### config.mk
export PLATFORM = sky130hd
export DESIGN_NAME = spi_burst_ctrl
export DESIGN_NICKNAME = d
export VERILOG_FILES = /design/src/rtl/spi_burst_ctrl.sv
export SDC_FILE = /design/constraint.sdc
export NUM_CORES = 1
export LEC_CHECK = 0
export ABC_AREA = 1
export BUFFER_PORTS_ARGS = -buffer_cell sky130_fd_sc_hd__buf_2
export CAP_MARGIN = 20
export CORE_MARGIN = 4
export CORE_UTILIZATION = 37
export CTS_BUF_LIST = sky130_fd_sc_hd__clkbuf_2 sky130_fd_sc_hd__clkbuf_4 sky130_fd_sc_hd__clkbuf_8
export DETAILED_ROUTE_END_ITERATION = 12
export PLACE_DENSITY_LB_ADDON = 0.12
export SYNTH_ARGS = -nofsm -noshare
export SYNTH_HDL_FRONTEND = slang
export SYNTH_SLANG_ARGS = --single-unit
### constraint.sdc
create_clock -name clk -period 3.5 [get_ports clk]
set_input_delay 0.35 -clock clk [delete_from_list [all_inputs] [get_ports clk]]
set_output_delay 0.35 -clock clk [all_outputs]
set_load 0.01 [all_outputs]
### src/rtl/spi_burst_ctrl.sv
// SPI-command burst controller: decodes RAW/SPIKE/ABORT headers, gates bursts on
// FIFO level, counts read-out words, and closes bursts on length, handshake or watchdog.
module spi_burst_ctrl #(
    parameter int unsigned    DW              = 16,
    parameter int unsigned    LW              = 10,
    parameter int unsigned    CW              = 13,
    parameter logic [DW-1:0]  RAW_HEADER      = 16'hC691,
    parameter logic [DW-1:0]  SPIKE_HEADER    = 16'h1999,
    parameter logic [DW-1:0]  ABORT_HEADER    = 16'hA5A5,
    parameter int unsigned    RAW_MIN_LEVEL   = 700,
    parameter int unsigned    SPIKE_MIN_LEVEL = 1,
    parameter int unsigned    TIMEOUT         = 65535
) (
    input  logic          clk,
    input  logic          rst_n,
    input  logic [DW-1:0] spi_data_in,
    input  logic          data_in_valid,
    input  logic [LW-1:0] raw_length,
    input  logic [LW-1:0] spike_length,
    input  logic [CW-1:0] raw_level,
    input  logic [CW-1:0] spike_level,
    input  logic          rd_en_raw,
    input  logic          rd_en_spike,
    input  logic          send_finish,
    output logic [1:0]    STATE,
    output logic          start_raw,
    output logic          start_spike,
    output logic          busy_raw,
    output logic          busy_spike,
    output logic [LW-1:0] length_cnt,
    output logic          done_pulse,
    output logic          timeout_err,
    output logic          rejected,
    output logic [15:0]   frame_cnt
);

    typedef enum logic [1:0] {
        S_IDLE   = 2'd0,
        S_RAW    = 2'd1,
        S_SPIKE  = 2'd2,
        S_FINISH = 2'd3
    } state_t;

    localparam int unsigned   WDW     = (TIMEOUT > 1) ? $clog2(TIMEOUT + 1) : 1;
    localparam logic [LW-1:0] CNT_MAX = '1;

    state_t         state_q, state_d;
    logic [LW-1:0]  cnt_q, cnt_d;
    logic [WDW-1:0] wd_q, wd_d;
    logic           terr_q, terr_d;
    logic [15:0]    frame_q, frame_d;
    logic           start_raw_q, start_raw_d;
    logic           start_spike_q, start_spike_d;
    logic           busy_raw_q, busy_raw_d;
    logic           busy_spike_q, busy_spike_d;
    logic           done_q, done_d;
    logic           rej_q, rej_d;

    logic           raw_hit, spike_hit, abort_hit;
    logic           raw_ok, spike_ok;
    logic           active_rd, wd_fire;
    logic [LW-1:0]  active_len;

    // RAW takes priority when both headers are configured to the same word.
    assign raw_hit    = data_in_valid && (spi_data_in == RAW_HEADER);
    assign spike_hit  = data_in_valid && (spi_data_in == SPIKE_HEADER) && !raw_hit;
    assign abort_hit  = data_in_valid && (spi_data_in == ABORT_HEADER);
    assign raw_ok     = int'(raw_level) >= int'(RAW_MIN_LEVEL);
    assign spike_ok   = int'(spike_level) >= int'(SPIKE_MIN_LEVEL);
    assign active_rd  = (state_q == S_RAW) ? rd_en_raw : rd_en_spike;
    assign active_len = (state_q == S_RAW) ? raw_length : spike_length;
    // Fires on the TIMEOUT-th consecutive idle burst cycle; TIMEOUT=0 disables it.
    assign wd_fire    = (TIMEOUT != 0) && !active_rd && (int'(wd_q) == int'(TIMEOUT) - 1);

    always_comb begin
        state_d       = state_q;
        cnt_d         = cnt_q;
        wd_d          = wd_q;
        terr_d        = terr_q;
        frame_d       = frame_q;
        start_raw_d   = 1'b0;
        start_spike_d = 1'b0;
        done_d        = 1'b0;
        rej_d         = 1'b0;
        case (state_q)
            S_IDLE: begin
                if (raw_hit) begin
                    if (raw_ok) begin
                        state_d     = S_RAW;
                        start_raw_d = 1'b1;
                        cnt_d       = '0;
                        wd_d        = '0;
                        terr_d      = 1'b0;
                    end else begin
                        rej_d = 1'b1;
                    end
                end else if (spike_hit) begin
                    if (spike_ok) begin
                        state_d       = S_SPIKE;
                        start_spike_d = 1'b1;
                        cnt_d         = '0;
                        wd_d          = '0;
                        terr_d        = 1'b0;
                    end else begin
                        rej_d = 1'b1;
                    end
                end
            end
            S_RAW, S_SPIKE: begin
                if (abort_hit) begin
                    state_d = S_IDLE;
                    cnt_d   = '0;
                    wd_d    = '0;
                end else begin
                    if (active_rd && (cnt_q != CNT_MAX)) cnt_d = cnt_q + 1'b1;
                    wd_d = active_rd ? '0 : wd_q + 1'b1;
                    // Watchdog is checked first so it wins over a same-cycle length close.
                    if (wd_fire) begin
                        state_d = S_FINISH;
                        terr_d  = 1'b1;
                        done_d  = 1'b1;
                        wd_d    = '0;
                    end else if ((cnt_q >= active_len) && send_finish) begin
                        state_d = S_FINISH;
                        done_d  = 1'b1;
                        frame_d = frame_q + 16'd1;
                        wd_d    = '0;
                    end
                end
            end
            S_FINISH: begin
                if (send_finish) begin
                    state_d = S_IDLE;
                    cnt_d   = '0;
                end
            end
            default: state_d = S_IDLE;
        endcase
        busy_raw_d   = (state_d == S_RAW);
        busy_spike_d = (state_d == S_SPIKE);
    end

    always_ff @(posedge clk or negedge rst_n) begin
        if (!rst_n) begin
            state_q       <= S_IDLE;
            cnt_q         <= '0;
            wd_q          <= '0;
            terr_q        <= 1'b0;
            frame_q       <= '0;
            start_raw_q   <= 1'b0;
            start_spike_q <= 1'b0;
            busy_raw_q    <= 1'b0;
            busy_spike_q  <= 1'b0;
            done_q        <= 1'b0;
            rej_q         <= 1'b0;
        end else begin
            state_q       <= state_d;
            cnt_q         <= cnt_d;
            wd_q          <= wd_d;
            terr_q        <= terr_d;
            frame_q       <= frame_d;
            start_raw_q   <= start_raw_d;
            start_spike_q <= start_spike_d;
            busy_raw_q    <= busy_raw_d;
            busy_spike_q  <= busy_spike_d;
            done_q        <= done_d;
            rej_q         <= rej_d;
        end
    end

    assign STATE       = state_q;
    assign start_raw   = start_raw_q;
    assign start_spike = start_spike_q;
    assign busy_raw    = busy_raw_q;
    assign busy_spike  = busy_spike_q;
    assign length_cnt  = cnt_q;
    assign done_pulse  = done_q;
    assign timeout_err = terr_q;
    assign rejected    = rej_q;
    assign frame_cnt   = frame_q;

endmodule
==> out/results.ini <==
[outcome]
status = finished clean

[setup_path]
crit-reg2reg-launch = STATE[1]
crit_buf_inv = 3
crit_end = frame_cnt[14]
critPathKind = flip-flop to flip-flop
critPathLaunchType = flip-flop
cpMaxStageDelayCell = nor3_4
regToRegEndpoint = frame_cnt[14]
cp_num_cells = 14
end_kind = flip-flop
path_max_fanout = 15
critical_path.max_stage_delay_ns = 0.50
crit_start = STATE[1]
required_ns = 3.74
cp_top_family = simple AND/OR/NAND/NOR gates
worstPathCellList = inv_1 > ha_1 > buf_4 > mux2i_1 > ha_1 > nand2_1 > nor2_1 > nand3_1 > nand3_1 > nand2_2 > nor3_4 > buf_4 > nand2_1 > o21ai_0
worst_r2r_path_depth = 14
arrival_ns = 3.09
reg2reg_setup_slack_ns = 0.65

[clocking]
cts_buffer_depth = 2
ctsHoldBuffers = 0
cts_root_buf = clkbuf_8
clk_latency_ns = 0.31
cts_sinks = 51
cts_tree = yes
clk_pin_slew_ns = 0.11
cts_buffers = 5
h-tree-depth = 2
cts_setup_buffers = 0
post_cts_resize_count = 0

[logic_synthesis]
synth_top_cell_by_area = dfrtp_1
synth_area_um2 = 3920
yosys-top-cells-count = 168 x nand2_1, 89 x nor2_1, 75 x inv_1, 51 x dfrtp_1, 51 x nand3_1
seq_area_frac_synth_pct = 32.5
ys_warn_count = 0
synth_cells = 585
synth_edf_count = 0
synthFlopType = dfrtp_1
syn_area_per_cell_um2 = 6.70
ys_types = 39
synth_most_common_cell = nand2_1
ys_async_sr_fraction_pct = 100
synth_top_cells_by_area = dfrtp_1 33%, nand2_1 16%, nor2_1 8.5%
synth_top_area_share_pct = 32.5
syn_nets = 670
ys_seq_elements = 51

[timing]
drv_slew = 0
clock_skew_ns = 0.0104
period_minus_slack_ns = 2.85
clock.fmax_mhz = 351
setup_tns_ns = 0
finalCritPeriodShare_pct = 81.5
rsz0062_at_grt = no
slew_headroom_pct = 61.1
finalSetupViolCount = 0
worst_pin_slew_ns = 0.582
hold_violations = 0

[detailed_routing]
drtIter0Drc = 171
wirelength_mm = 10.1
avgViaCountPerCell = 4.73
wl_per_cell_um = 12.3
drc = 0
drt_pass1_iterations = 4
dr_total_vias = 3906
ant_nets = 0

[global_routing]
grt_max_degree = 32
antenna_found_initial = 0
grt_pass1_vias = 3836
gr-usage-all-layers_pct = 16.7
grt_overflow = 0
grt_pass1_wl_mm = 17.5

[floorplanning]
die_area_um2 = 12300
num_rows = 37
initial_utilization_pct = 38.0
chipHeight_um = 111
core_um2 = 10300
die_x_um = 111
boundaryPins = 103

[layout]
drive_gt1_share_pct = 19.3
syn_to_final_growth_pct = 19.0
stdcell_count = 825
num-nets-final = 773
n_antenna_cell = 0

[placement]
place_congestion = 0.883
placed_cells = 817
place_hpwl_mm = 7.92
io_buffers = 100

[worst_hold_path]
worstHoldPathType = primary input to asynchronous set/reset pin

[power_and_ir_drop]
p_leak_nw = 2.47
irDropWorstVdd_mv = 0.186
p_per_area_nw_per_um2 = 392

[run]
drv_cap = 0

[cell type report]
cell class | count | area (um^2)
clock inverter | 3 | 26.3
timing repair buffer | 106 | 546
multi-input combinational | 445 | 2280
tap | 136 | 170
fill | 1067 | 5660
sequential | 51 | 1280
inverter | 79 | 297
clock buffer | 5 | 68.8
[worst reg2reg max path: cells and delay by family, from the launching register on]
kind | cells | cell delay [ns]
mux | 1 | 0.13
buf+inv | 3 | 0.58
compound gates | 1 | 0.08
flops | 1 | 0.44
simple gates | 7 | 1.12
fa+ha+maj | 2 | 0.45
[through the flow]
stage	utilization [%]	setup slack [ns]	total power, mW	cell area (um^2)	hold slack, ns
finish	45.2	0.647	1.83	4670	0.0140
global route	45.2	0.376	1.99	4670	0.0438
floorplan	-	0.816	1.24	3920	0.0544
global placement	44.3	0.663	1.46	4570	0.369
detailed placement	44.3	0.620	1.47	4570	0.382
CTS	45.2	0.601	1.85	4670	0.0330
[flip-flops by register name, indices dropped and copies added, names as in the netlist]
register / flops
busy_spike: 1
STATE: 2
frame_cnt: 16
done_pulse: 1
start_raw: 1
length_cnt: 10
start_spike: 1
rejected: 1
timeout_err: 1
busy_raw: 1
wd_q: 16
[worst min-delay path by stage]
stage	to	slack, ns
2_1_floorplan	STATE[0]	0.05
3_3_place_gp	length_cnt[3]	0.37
3_5_place_dp	length_cnt[2]	0.38
4_1_cts	length_cnt[2]	0.03
5_1_grt	length_cnt[2]	0.04
6_report	length_cnt[3]	0.01
[logic make-up (layout without fill, tap and decap cells)]
kind of cell	count (synthesis)	in the layout	synth area share, %
xor+xnor	19	19	4.44
fa+ha+maj	17	17	5.42
simple gates	364	364	41.0
buf+inv	89	193	9.25
mux	9	9	2.30
compound gates	36	36	5.01
flops	51	51	32.5
[report_power, final]
group          switching [mW]  leakage, nW  internal, mW  total [mW]
Combinational           0.541         1.76         0.243       0.783
Clock                   0.230       0.0491         0.148       0.379
Sequential             0.0407        0.659         0.628       0.668
[metal layers]
layer	global-route usage, %	wire (um)	up-vias
li1	-	-	2064
met1	21.7	4720	1758
met2	29.1	4930	80
met3	2.62	407	4
met4	3.69	68	0
met5	0	0	-
[cell usage in the layout, fill, tap and decap left out, types with 2 or more instances in the layout]
cell and count:
nand3b_1 8, buf_4 6, a21o_1 2, o21ai_1 3, nand2_2 2, a21oi_1 8, nor2_2 5, xor2_1 15
dfrtp_1 51, ha_1 17, buf_2 100, mux2i_1 9, inv_2 3, inv_1 75, nand2_1 168, nand4_1 18
nor4_1 2, nor2_1 89, inv_6 2, o21bai_1 2, o21ai_0 19, clkbuf_8 5, nor3_1 11, xnor2_1 3
nand3_1 51
No activity file was read; power rests on OpenSTA's default activity.
